File: src/rtl/button_debounce_reader_if.sv
// Signal bundle between a debounced pushbutton reader and the fabric logic that consumes it.
// Latency: none, wires only.
// Backpressure: none. Events are strobes and the consumer must take them when they occur.
interface button_debounce_reader_if;
  logic       btn_in;
  logic       btn_level;
  logic       press_pulse;
  logic       release_pulse;
  logic       long_pulse;
  logic [7:0] press_count;

  // The reader side takes the raw pad and drives the clean outputs.
  modport master (
    input  btn_in,
    output btn_level, press_pulse, release_pulse, long_pulse, press_count
  );

  // The consumer side drives the pad (board or bench) and observes the outputs.
  modport slave (
    output btn_in,
    input  btn_level, press_pulse, release_pulse, long_pulse, press_count
  );
endinterface

File: src/rtl/button_debounce_reader.sv
// Debounces a raw pushbutton pad into a level, press/release/long strobes and a press counter.
// Latency: a stable pad change is reported DEBOUNCE_CYCLES+3 clock edges after it is first sampled.
// Backpressure: none. Outputs are registered strobes. BTN_LONG_PRESS_EN enables the long-press detector.
module button_debounce_reader #(
  parameter int DEBOUNCE_CYCLES = 240000,
  parameter int LONG_CYCLES     = 12000000,
  parameter int CNT_W           = 24,
  parameter int ACTIVE_LOW      = 1
) (
  input  logic                      clk,
  input  logic                      rst_n,
  button_debounce_reader_if.master  btn
);

  typedef enum logic [1:0] {IDLE, PRESS_WAIT, PRESSED, RELEASE_WAIT} state_t;

  // Raw pad value that means "released"; the synchronizer resets to it.
  localparam logic             REL_RAW = (ACTIVE_LOW != 0);
  localparam logic [CNT_W-1:0] DB_LAST = CNT_W'(DEBOUNCE_CYCLES - 1);

  // Reject parameter sets the counters cannot represent.
  if (DEBOUNCE_CYCLES < 2 || LONG_CYCLES < 1 ||
      longint'(DEBOUNCE_CYCLES) > (longint'(1) << CNT_W) ||
      longint'(LONG_CYCLES) > (longint'(1) << CNT_W)) begin : g_bad_param
    $error("button_debounce_reader: unsupported parameter combination");
  end

  logic             sync1, sync2, s;
  state_t           state_q, state_d;
  logic [CNT_W-1:0] cnt_q, cnt_d;
  logic             level_q, level_d;
  logic             press_q, press_d;
  logic             rel_q, rel_d;
  logic [7:0]       count_q, count_d;

  // Two-flop synchronizer for the asynchronous pad.
  always_ff @(posedge clk or negedge rst_n) begin
    if (!rst_n) begin
      sync1 <= REL_RAW;
      sync2 <= REL_RAW;
    end else begin
      sync1 <= btn.btn_in;
      sync2 <= sync1;
    end
  end

  // Normalise polarity so that s=1 always means pressed.
  assign s = sync2 ^ REL_RAW;

  // Debounce FSM: next state, counter and registered-output values.
  always_comb begin
    state_d = state_q;
    cnt_d   = cnt_q;
    level_d = level_q;
    press_d = 1'b0;
    rel_d   = 1'b0;
    count_d = count_q;
    case (state_q)
      IDLE: begin
        if (s) begin
          state_d = PRESS_WAIT;
          cnt_d   = '0;
        end
      end
      PRESS_WAIT: begin
        if (!s) begin
          state_d = IDLE;
          cnt_d   = '0;
        end else if (cnt_q == DB_LAST) begin
          state_d = PRESSED;
          level_d = 1'b1;
          press_d = 1'b1;
          count_d = count_q + 8'd1;
        end else begin
          cnt_d = cnt_q + 1'b1;
        end
      end
      PRESSED: begin
        if (!s) begin
          state_d = RELEASE_WAIT;
          cnt_d   = '0;
        end
      end
      RELEASE_WAIT: begin
        if (s) begin
          state_d = PRESSED;
          cnt_d   = '0;
        end else if (cnt_q == DB_LAST) begin
          state_d = IDLE;
          level_d = 1'b0;
          rel_d   = 1'b1;
        end else begin
          cnt_d = cnt_q + 1'b1;
        end
      end
      default: begin
        state_d = IDLE;
        cnt_d   = '0;
      end
    endcase
  end

  // FSM state, debounce counter and registered outputs.
  always_ff @(posedge clk or negedge rst_n) begin
    if (!rst_n) begin
      state_q <= IDLE;
      cnt_q   <= '0;
      level_q <= 1'b0;
      press_q <= 1'b0;
      rel_q   <= 1'b0;
      count_q <= '0;
    end else begin
      state_q <= state_d;
      cnt_q   <= cnt_d;
      level_q <= level_d;
      press_q <= press_d;
      rel_q   <= rel_d;
      count_q <= count_d;
    end
  end

  assign btn.btn_level     = level_q;
  assign btn.press_pulse   = press_q;
  assign btn.release_pulse = rel_q;
  assign btn.press_count   = count_q;

`ifdef BTN_LONG_PRESS_EN
  localparam logic [CNT_W-1:0] LONG_LAST = CNT_W'(LONG_CYCLES - 1);
  localparam logic [CNT_W-1:0] LONG_SAT  = CNT_W'(LONG_CYCLES);

  logic [CNT_W-1:0] hold_q, hold_d;
  logic             long_q, long_d;

  // Hold counter: runs while the button is accepted as pressed, saturates after one long strobe.
  always_comb begin
    hold_d = hold_q;
    long_d = 1'b0;
    if (state_q == PRESS_WAIT) begin
      hold_d = '0;
    end else if (state_q == PRESSED || state_q == RELEASE_WAIT) begin
      // An accepted release wins; the long strobe never shares a cycle with it.
      if (state_d == IDLE) begin
        hold_d = '0;
      end else if (hold_q == LONG_LAST) begin
        long_d = 1'b1;
        hold_d = LONG_SAT;
      end else if (hold_q < LONG_LAST) begin
        hold_d = hold_q + 1'b1;
      end
    end else begin
      hold_d = '0;
    end
  end

  // Hold counter and long strobe registers.
  always_ff @(posedge clk or negedge rst_n) begin
    if (!rst_n) begin
      hold_q <= '0;
      long_q <= 1'b0;
    end else begin
      hold_q <= hold_d;
      long_q <= long_d;
    end
  end

  assign btn.long_pulse = long_q;
`else
  assign btn.long_pulse = 1'b0;
`endif

endmodule

File: src/flat_wrapper.sv
// flat-port wrapper written by rule: the top's interface ports become plain ports
module button_debounce_reader_flat 
#(
  parameter int DEBOUNCE_CYCLES = 240000,
  parameter int LONG_CYCLES     = 12000000,
  parameter int CNT_W           = 24,
  parameter int ACTIVE_LOW      = 1
)
  (clk, rst_n, btn_btn_in, btn_btn_level, btn_press_pulse, btn_release_pulse, btn_long_pulse, btn_press_count);
  button_debounce_reader_if btn_i ();
  input  logic clk;
  input  logic rst_n;
  input wire logic [$bits(btn_i.btn_in)-1:0] btn_btn_in;
  output wire logic [$bits(btn_i.btn_level)-1:0] btn_btn_level;
  output wire logic [$bits(btn_i.press_pulse)-1:0] btn_press_pulse;
  output wire logic [$bits(btn_i.release_pulse)-1:0] btn_release_pulse;
  output wire logic [$bits(btn_i.long_pulse)-1:0] btn_long_pulse;
  output wire logic [$bits(btn_i.press_count)-1:0] btn_press_count;
  assign btn_i.btn_in = btn_btn_in;
  assign btn_btn_level = btn_i.btn_level;
  assign btn_press_pulse = btn_i.press_pulse;
  assign btn_release_pulse = btn_i.release_pulse;
  assign btn_long_pulse = btn_i.long_pulse;
  assign btn_press_count = btn_i.press_count;
  button_debounce_reader #(.DEBOUNCE_CYCLES(DEBOUNCE_CYCLES), .LONG_CYCLES(LONG_CYCLES), .CNT_W(CNT_W), .ACTIVE_LOW(ACTIVE_LOW)) u_core (.clk(clk), .rst_n(rst_n), .btn(btn_i));
endmodule
File: config.mk
export PLATFORM = sky130hd
export DESIGN_NAME = button_debounce_reader_flat
export DESIGN_NICKNAME = d
export VERILOG_FILES = /design/src/rtl/button_debounce_reader_if.sv /design/src/rtl/button_debounce_reader.sv /design/src/flat_wrapper.sv
export SDC_FILE = /design/constraint.sdc
export NUM_CORES = 1
export LEC_CHECK = 0
export ABC_AREA = 1
export CAP_MARGIN = 30
export CORE_UTILIZATION = 57
export CTS_CLUSTER_SIZE = 40
export DETAILED_ROUTE_END_ITERATION = 7
export GPL_TIMING_DRIVEN = 0
export PLACE_DENSITY = 0.89
export SYNTH_ARGS = -nofsm -noshare
export SYNTH_HDL_FRONTEND = slang
export SYNTH_SLANG_ARGS = --single-unit
File: constraint.sdc
create_clock -name clk -period 3.8 [get_ports clk]
set_clock_uncertainty 0.1 [all_clocks]
set_input_delay 0.76 -clock clk [delete_from_list [all_inputs] [get_ports clk]]
set_output_delay 0.76 -clock clk [all_outputs]
set_load 0.005 [all_outputs]
==> results by stage, run 1 <==
Status:
- The run finished with clean final reports.

Global routing:
- The overall track demand over capacity in global routing is roughly a quarter.
- Entering global routing, the biggest net connects 40 pins.
- The first global-routing pass estimated around 8500 um of wire.
- The number of global-route vias before repair is slightly below 2k.
- The initial antenna violation count is 0.
- The total overflow left after global routing is 0.

Clock network:
- The insertion delay to the later sink of the worst-skew pair is 0.30 ns.
- For this design, the CTS-stage hold fixing added 0 buffers.
- The number of setup buffers added after CTS is 0.
- The clock transition at the registers of the reported paths is roughly 0.07 ns.
- The clock buffer count from CTS is 5.
- The number of buffers on the longest clock path is 2.
- The post-CTS resize count is 0.
- TritonCTS built the clock tree.
- The CTS H-tree depth is 2.
- The clock drives 39 sinks.
- CTS placed an instance of clkbuf_8 at the clock tree root.

Flow run:
- The tool flagged a number of max-cap violations equal to 0.

STA:
- Setup violations remaining at the end of the flow were counted as 0.
- The slew at the pin with the worst max-slew slack is ~0.83 ns.
- The time the final worst path needs with I/O delays and setup is 2.16 ns.
- Derived from the worst setup path, the maximum achievable clock frequency is 463 MHz.
- The final period utilization is a little under three fifths.
- Setup repair after global routing left no endpoint under its margin.
- The final number of hold-violating endpoints is 0.
- The max-slew violation count was 0.
- The sum of negative setup slack is 0 ns.
- The worst-case headroom to the max-slew limit is roughly 45%.

Final layout:
- The number of antenna diodes is 0.
- After filler insertion, the fill cell instance count of the layout stands at 340.
- The layout cell share with drive strength beyond 1 is ~8.4%.
- In the final layout, flip-flops and latches occupy ~980 um^2.
- The top cell types in the final layout, fill and taps aside, are 116 x nand2_1, 66 x nor2_1, 43 x inv_1.
- Once layout is complete, the utilization of the core stands at 68.0%.
- Relative to the synthesized area, the layout overhead comes to 13.3%.
- The net total in the final layout is between 300 and 400.
- The most common cell after layout, fill and taps aside is nand2_1.
- The multi-input logic area is around 1200 um^2.
- The count of cells in the finished layout, fillers not included, comes to 430.

Power:
- Across the VDD grid, the largest voltage drop is around 0.00022 V.
- The total power per unit cell area is 318 nW/um^2.
- In this run the static leakage power is 0.00133 uW.

Floorplan:
- The area of the placeable core is 4030 um^2.
- For this configuration, the core starts out at a cell density of 60.0%.
- The floorplan step set the die width to ~67 um.
- The floorplan has 23 rows.
- The height of the chip is 67.1 um.
- The die area is approximately 4500 um^2.
- The I/O pin count is 15.

Drt:
- The count of vias placed by the detailed router is around 2.2k.
- Once detail routing completed, the nets flagged for antenna violations numbered 0.
- The mean number of vias per cell is roughly 5.1.
- For this block, the routed nets add up to 5070 um of wire.
- The final routed DRC violation total is 0.
- The average wire per standard cell is approximately 12 um.
- The pre-antenna-repair detailed-routing pass consisted of 4 iterations.
- The detailed router finished its first iteration with about 180 violations.

Yosys:
- The gate count after technology mapping is approximately 360.
- The sequential element share of the synthesized area is roughly two fifths.
- The number of synthesized register bits is 39.
- The number of warning messages in the yosys log is 0.
- The synthesized area divided by synthesized cell count is just under 7 um^2.
- Synthesis produced a netlist with a net count of between 300 and 400.
- The cell area after technology mapping is between 2000 and 2500 um^2.
- Yosys mapped the design onto 28 distinct sky130hd cell types.

Place:
- The final weighted congestion of routability-driven global placement is about 0.94.
- The total half-perimeter wirelength after legalization and detailed placement is 3810 um.
- The total placed cells including tap cells is 422.
- The number of port buffers is 13.

Critical path:
- The data required time of the critical path is between 2 and 3 ns.
- The number of cell instances on the worst register-to-register path is 9.
- The worst setup path is captured at an output port.
- The sum of buffers and inverters on the critical path is 1.
- The largest driver fanout on the critical path is 7.
- In this design, the stage delay of the slowest critical-path cell is roughly 0.55 ns.
- For this design, the slowest cell found on the critical path is clkdlybuf4s50_1.
- The kind of cell with the highest combined delay along the critical path is buffers and inverters.
- The critical path goes through clkdlybuf4s50_1.
- In this run the number of cells on the critical path is 1.
- The critical path is of the register to output port type.
- STA classifies the critical path startpoint as a register.
- Data arrives at the worst endpoint at 1.30 ns.

Worst hold path:
- In this run the worst hold path is classified as register to register.
- The cell count of the worst hold path is 0.
## worst register-to-register path, delay by kind of cell (launching register included)
kind          cells  cell delay, ns
flops             1            0.40
simple gates      7            0.94
buf+inv           1            0.08
fa+ha+maj         1            0.22
## flip-flops by register name, summed over array words and instances (netlist names), named ones only
name and count:
u_core.btn.press_count 8, u_core.btn.press_pulse 1, u_core.sync1 1, u_core.sync2 1, u_core.btn.release_pulse 1, u_core.state_q 1, u_core.btn.btn_level 1, u_core.cnt_q 24
## final timing paths
check	slack (ns)	start	end
worst max register to register	2.00	u_core.cnt_q[1]	u_core.btn.press_count[3]
worst min-delay path	0.27	u_core.sync1	u_core.sync2
worst max-delay path	1.64	u_core.btn.press_count[2]	btn_press_count[2]
min in group asynchronous	0.46	rst_n	u_core.cnt_q[0]
worst min register to register	0.27	u_core.sync1	u_core.sync2
max in group asynchronous	2.62	rst_n	u_core.btn.press_pulse
## kinds of logic (layout without fill, tap and decap cells)
kind of cell	after synthesis	after routing	synth area share (%)
AND/OR/NAND/NOR	239	239	42.5
buffers and inverters	53	74	9.11
flip-flops	39	39	40.5
AO/OA/AOI/OAI	16	16	3.47
XOR/XNOR	9	9	3.26
adder cells (fa/ha/maj)	2	2	1.04
other	1	1	0.155
## stage by stage
| step | hold WS, ns | cell area [um^2] | power [uW] | setup WS (ns) |
|---|---|---|---|---|
| finish | 0.266 | 2740 | 871 | 1.64 |
| CTS | 0.265 | 2740 | 881 | 1.64 |
| detailed placement | 0.255 | 2610 | 475 | 1.96 |
| global placement | 0.254 | 2610 | 473 | 0.963 |
| global route | 0.272 | 2740 | 901 | 1.59 |
| floorplan | 0.245 | 2420 | 457 | 2.27 |
## layout make-up
type                       instances  share of cell area (%)
multi-input combinational        267                    44.5
sequential                        39                    35.7
inverter                          49                    6.90
timing repair buffer              13                    4.57
clock buffer                       6                    2.65
tap                               50                    2.29
clock inverter                     2                    2.19
buffer                             4                    1.14
## power breakdown
group	internal, uW	switching (uW)
sequential	419	3.86
clock	262	143
combinational	12.0	30.8
total	693	177
## metal layers
| metal | routed length [um] | share of wire (%) | vias up | global-route usage, % |
|---|---|---|---|---|
| li1 | - | - | 1141 | - |
| met1 | 2330 | 46 | 983 | 33.1 |
| met2 | 2440 | 48 | 46 | 42.0 |
| met3 | 223 | 4.4 | 7 | 6.16 |
| met4 | 72 | 1.4 | 0 | 8.51 |
| met5 | 0 | 0 | - | 0 |
## cells in the mapped netlist
| master | count | area (um^2) |
|---|---|---|
| a21oi_1 | 9 | 45.0 |
| a31oi_1 | 1 | 6.26 |
| and3_1 | 1 | 6.26 |
| buf_2 | 1 | 5.00 |
| buf_4 | 2 | 15.0 |
| buf_6 | 1 | 11.3 |
| conb_1 | 1 | 3.75 |
| dfrtp_1 | 37 | 926 |
| dfstp_2 | 2 | 52.6 |
| ha_1 | 2 | 25.0 |
| inv_1 | 43 | 161 |
| inv_2 | 4 | 15.0 |
| inv_4 | 2 | 12.5 |
| nand2_1 | 116 | 435 |
| nand2_2 | 2 | 12.5 |
| nand2_4 | 4 | 45.0 |
| nand3_1 | 31 | 155 |
| nand3_2 | 1 | 10.0 |
| nand4_1 | 5 | 31.3 |
| nor2_1 | 66 | 248 |
| nor2_2 | 4 | 25.0 |
| nor3_1 | 7 | 35.0 |
| nor3_4 | 1 | 16.3 |
| nor3b_1 | 1 | 7.51 |
| o211ai_1 | 1 | 7.51 |
| o21ai_0 | 5 | 25.0 |
| xnor2_1 | 4 | 35.0 |
| xor2_1 | 5 | 43.8 |
No activity file was read; power rests on OpenSTA's default activity.
==> run 2: changes to the inputs <==
--- a/config.mk
+++ b/config.mk
@@ -7,11 +7,11 @@
 export LEC_CHECK = 0
 export ABC_AREA = 1
 export CAP_MARGIN = 30
-export CORE_UTILIZATION = 57
+export CORE_UTILIZATION = 53
 export CTS_CLUSTER_SIZE = 40
 export DETAILED_ROUTE_END_ITERATION = 7
 export GPL_TIMING_DRIVEN = 0
-export PLACE_DENSITY = 0.89
+export PLACE_DENSITY = 0.87
 export SYNTH_ARGS = -nofsm -noshare
 export SYNTH_HDL_FRONTEND = slang
 export SYNTH_SLANG_ARGS = --single-unit
==> constraint.sdc (replaced) <==
create_clock -name clk -period 1.8 [get_ports clk]
set_clock_uncertainty 0.1 [all_clocks]
set_input_delay 0.36 -clock clk [delete_from_list [all_inputs] [get_ports clk]]
set_output_delay 0.36 -clock clk [all_outputs]
set_load 0.005 [all_outputs]
==> results by stage, run 2 (synthesis gave the netlist of run 1 again) <==
Critical path:
- The data required time of the critical path is between 1 and 1.5 ns.
- In this run the worst path has a maximum fanout of 5.
- The worst path arrival time is about 1.3 ns.
- Walking the worst path, the cells encountered are clkdlybuf4s50_1.
- The cell family contributing the most delay on the critical path is buffers and inverters.
- In this design, the stage delay of the slowest critical-path cell is 0.54 ns.
- The sum of buffers and inverters on the critical path is 1.
- The type of element capturing the critical path is an output port.
- STA classifies the critical path startpoint as a register.
- For this design, the slowest cell found on the critical path is clkdlybuf4s50_1.
- The critical path is of the register to output port type.

Power:
- The design draws ~1900 uW.
- IR analysis of the VDD net gives a maximum drop of between 0.0005 and 0.0006 V.
- The leakage power figure is between 0.001 and 0.0015 uW.
- For this design the ratio of total power to cell area is between 600 and 700 nW/um^2.

Final layout:
- u_core.cnt_q holds more flip-flops than any other register.
- The multi-input logic area is around 1200 um^2.
- At the end of the flow, the number of nets in the layout was between 300 and 400.
- In the final layout, flip-flops and latches occupy between 900 and 1000 um^2.
- The layout cell share with drive strength beyond 1 is roughly an eighth.
- Fill cells in the final layout number 375.
- The most common cell after layout, fill and taps aside is nand2_1.
- The repair_antennas step left the layout with diodes totalling 0.
- Relative to the synthesized area, the layout overhead comes to 16.1%.
- The count of placed standard cells in the final layout, fillers left out is about 440.
- In the layout the commonest cells are 115 x nand2_1, 64 x nor2_1, 42 x inv_1.
- After routing the design area is ~2800 um^2.
- The register with the most flip-flops in the layout has 24 of them.
- The utilization after layout is between 60% and 70%.

Drt:
- The count of vias placed by the detailed router is roughly 2.3k.
- After detailed routing, the number of vias per cell comes to approximately 5.3.
- The final routed DRC violation total is 0.
- The post-detailed-route count of antenna-violating nets is 0.
- The first detailed-routing pass ran for 4 iterations.
- In this run, the number of DRC markers left after iteration 0 of detailed routing was roughly 200.
- The total wire length after detailed routing is between 5000 and 6000 um.
- Dividing the detail-routed wire length by the instance count gives between 10 and 15 um.

Floorplan:
- The floorplan step set the die height to between 60 and 70 um.
- After floorplanning, the core was divided into 24 placement rows.
- The initial standard-cell utilization of the core is between 50% and 60%.
- The I/O pin count is 15.
- The die is between 60 and 70 um wide.
- The die area is around 4800 um^2.
- The area of the placeable core is approximately 4400 um^2.

Global routing:
- The number of global-route vias before repair is about 2.2k.
- Entering global routing, the biggest net connects 40 pins.
- The aggregate global routing overflow is 0.
- The global-route wire length before repair is between 9000 and 10000 um.
- For this run, the total global-route usage over all layers was measured as between 20% and 30%.
- The initial antenna violation count is 0.

Flow run:
- Across the run, the number of max-cap violations was 0.

Clock network:
- At the later pin of the worst-skew pair, clock insertion delay measures ~0.30 ns.
- The H-tree was split into 2 levels.
- The number of buffers on the longest clock path is 2.
- The TritonCTS clock tree is yes.
- For this design, the sink count on the clock tree is 39.
- The clock buffer count from CTS is 5.
- After clock tree synthesis, the flow added hold-fix buffers numbering 0.
- The root buffer cell is clkbuf_8.
- The clock transition at the registers of the reported paths is around 0.080 ns.

STA:
- The final critical path takes up 97.2% of the cycle.
- For the final routed database, the setup TNS stands at 0 ns.
- For the pin with the worst max-slew slack, the measured transition is 0.843 ns.
- The max-slew violation count is 0.
- The final number of hold-violating endpoints is 0.
- The time the final worst path needs with I/O delays and setup is 1.75 ns.
- The peak clock frequency supported by timing is roughly 570 MHz.
- The worst-case headroom to the max-slew limit is a little over two fifths.
- Setup violations remaining at the end of the flow were counted as 0.

Worst hold path:
- The worst min-delay path class is primary input to asynchronous set/reset pin.

Status:
- The run finished with clean final reports.

Place:
- Buffers placed on the I/O ports in this run total 13.
- The instance area after placement is about 2600 um^2.
- After detailed placement, the design holds a cell count of 424.
- The final weighted congestion of routability-driven global placement is slightly below 0.9.
- The total half-perimeter wirelength after legalization and detailed placement is around 3800 um.
-- run 2: cell types whose count changed in the layout (fill, tap and decap cells not counted), sizes merged --
cell	before	now
buf	5	11
-- run 2: power by group --
| part | internal (uW) | leakage, uW | switching, uW |
|---|---|---|---|
| registers | 885 | 0.000524 | 6.55 |
| clock network | 554 | 0.0000654 | 319 |
| logic | 29.6 | 0.000756 | 69.3 |
-- run 2: final cells by class --
cell class | instances | share of cell area [%]
inverter | 49 | 6.73
buffer | 4 | 1.11
sequential | 39 | 35.1
clock buffer | 6 | 2.58
timing repair buffer | 19 | 6.06
multi-input combinational | 267 | 43.9
tap | 52 | 2.32
clock inverter | 2 | 2.14
-- run 2: path summary, 6_finish.rpt --
path / from / end / slack [ns] / cells past startpoint
worst min-delay path: rst_n / u_core.cnt_q[0] / 0.06 / 1
worst min register to register: u_core.sync1 / u_core.sync2 / 0.26 / 0
worst max register to register: u_core.sync2 / u_core.cnt_q[12] / 0.09 / 9
min in group clk: u_core.sync1 / u_core.sync2 / 0.26 / 0
max in group asynchronous: rst_n / u_core.btn.press_count[3] / 0.94 / 1
worst max-delay path: u_core.btn.press_count[4] / btn_press_count[4] / 0.05 / 1
-- run 2: repair_timing --
action                                  CTS  global route
setup buffers                             0             6
endpoints found under the setup margin    0            12
resized for setup                         0            12
endpoints found under the hold margin     0             0
-- run 2: layer usage --
layer / GRT usage [%] / vias up / share of wire, %
met5: 0 / - / 0
met4: 12.0 / 0 / 2.4
met3: 5.38 / 17 / 4.7
met2: 37.9 / 68 / 48
met1: 31.7 / 1073 / 45
li1: - / 1155 / -
-- run 2: stage by stage --
stage,hold WS (ns),setup slack [ns]
floorplan,-0.0356,0.269
global placement,0.246,-0.655
detailed placement,0.251,0.0257
CTS,0.0963,0.00512
global route,0.146,-0.00213
finish,0.0568,0.0502
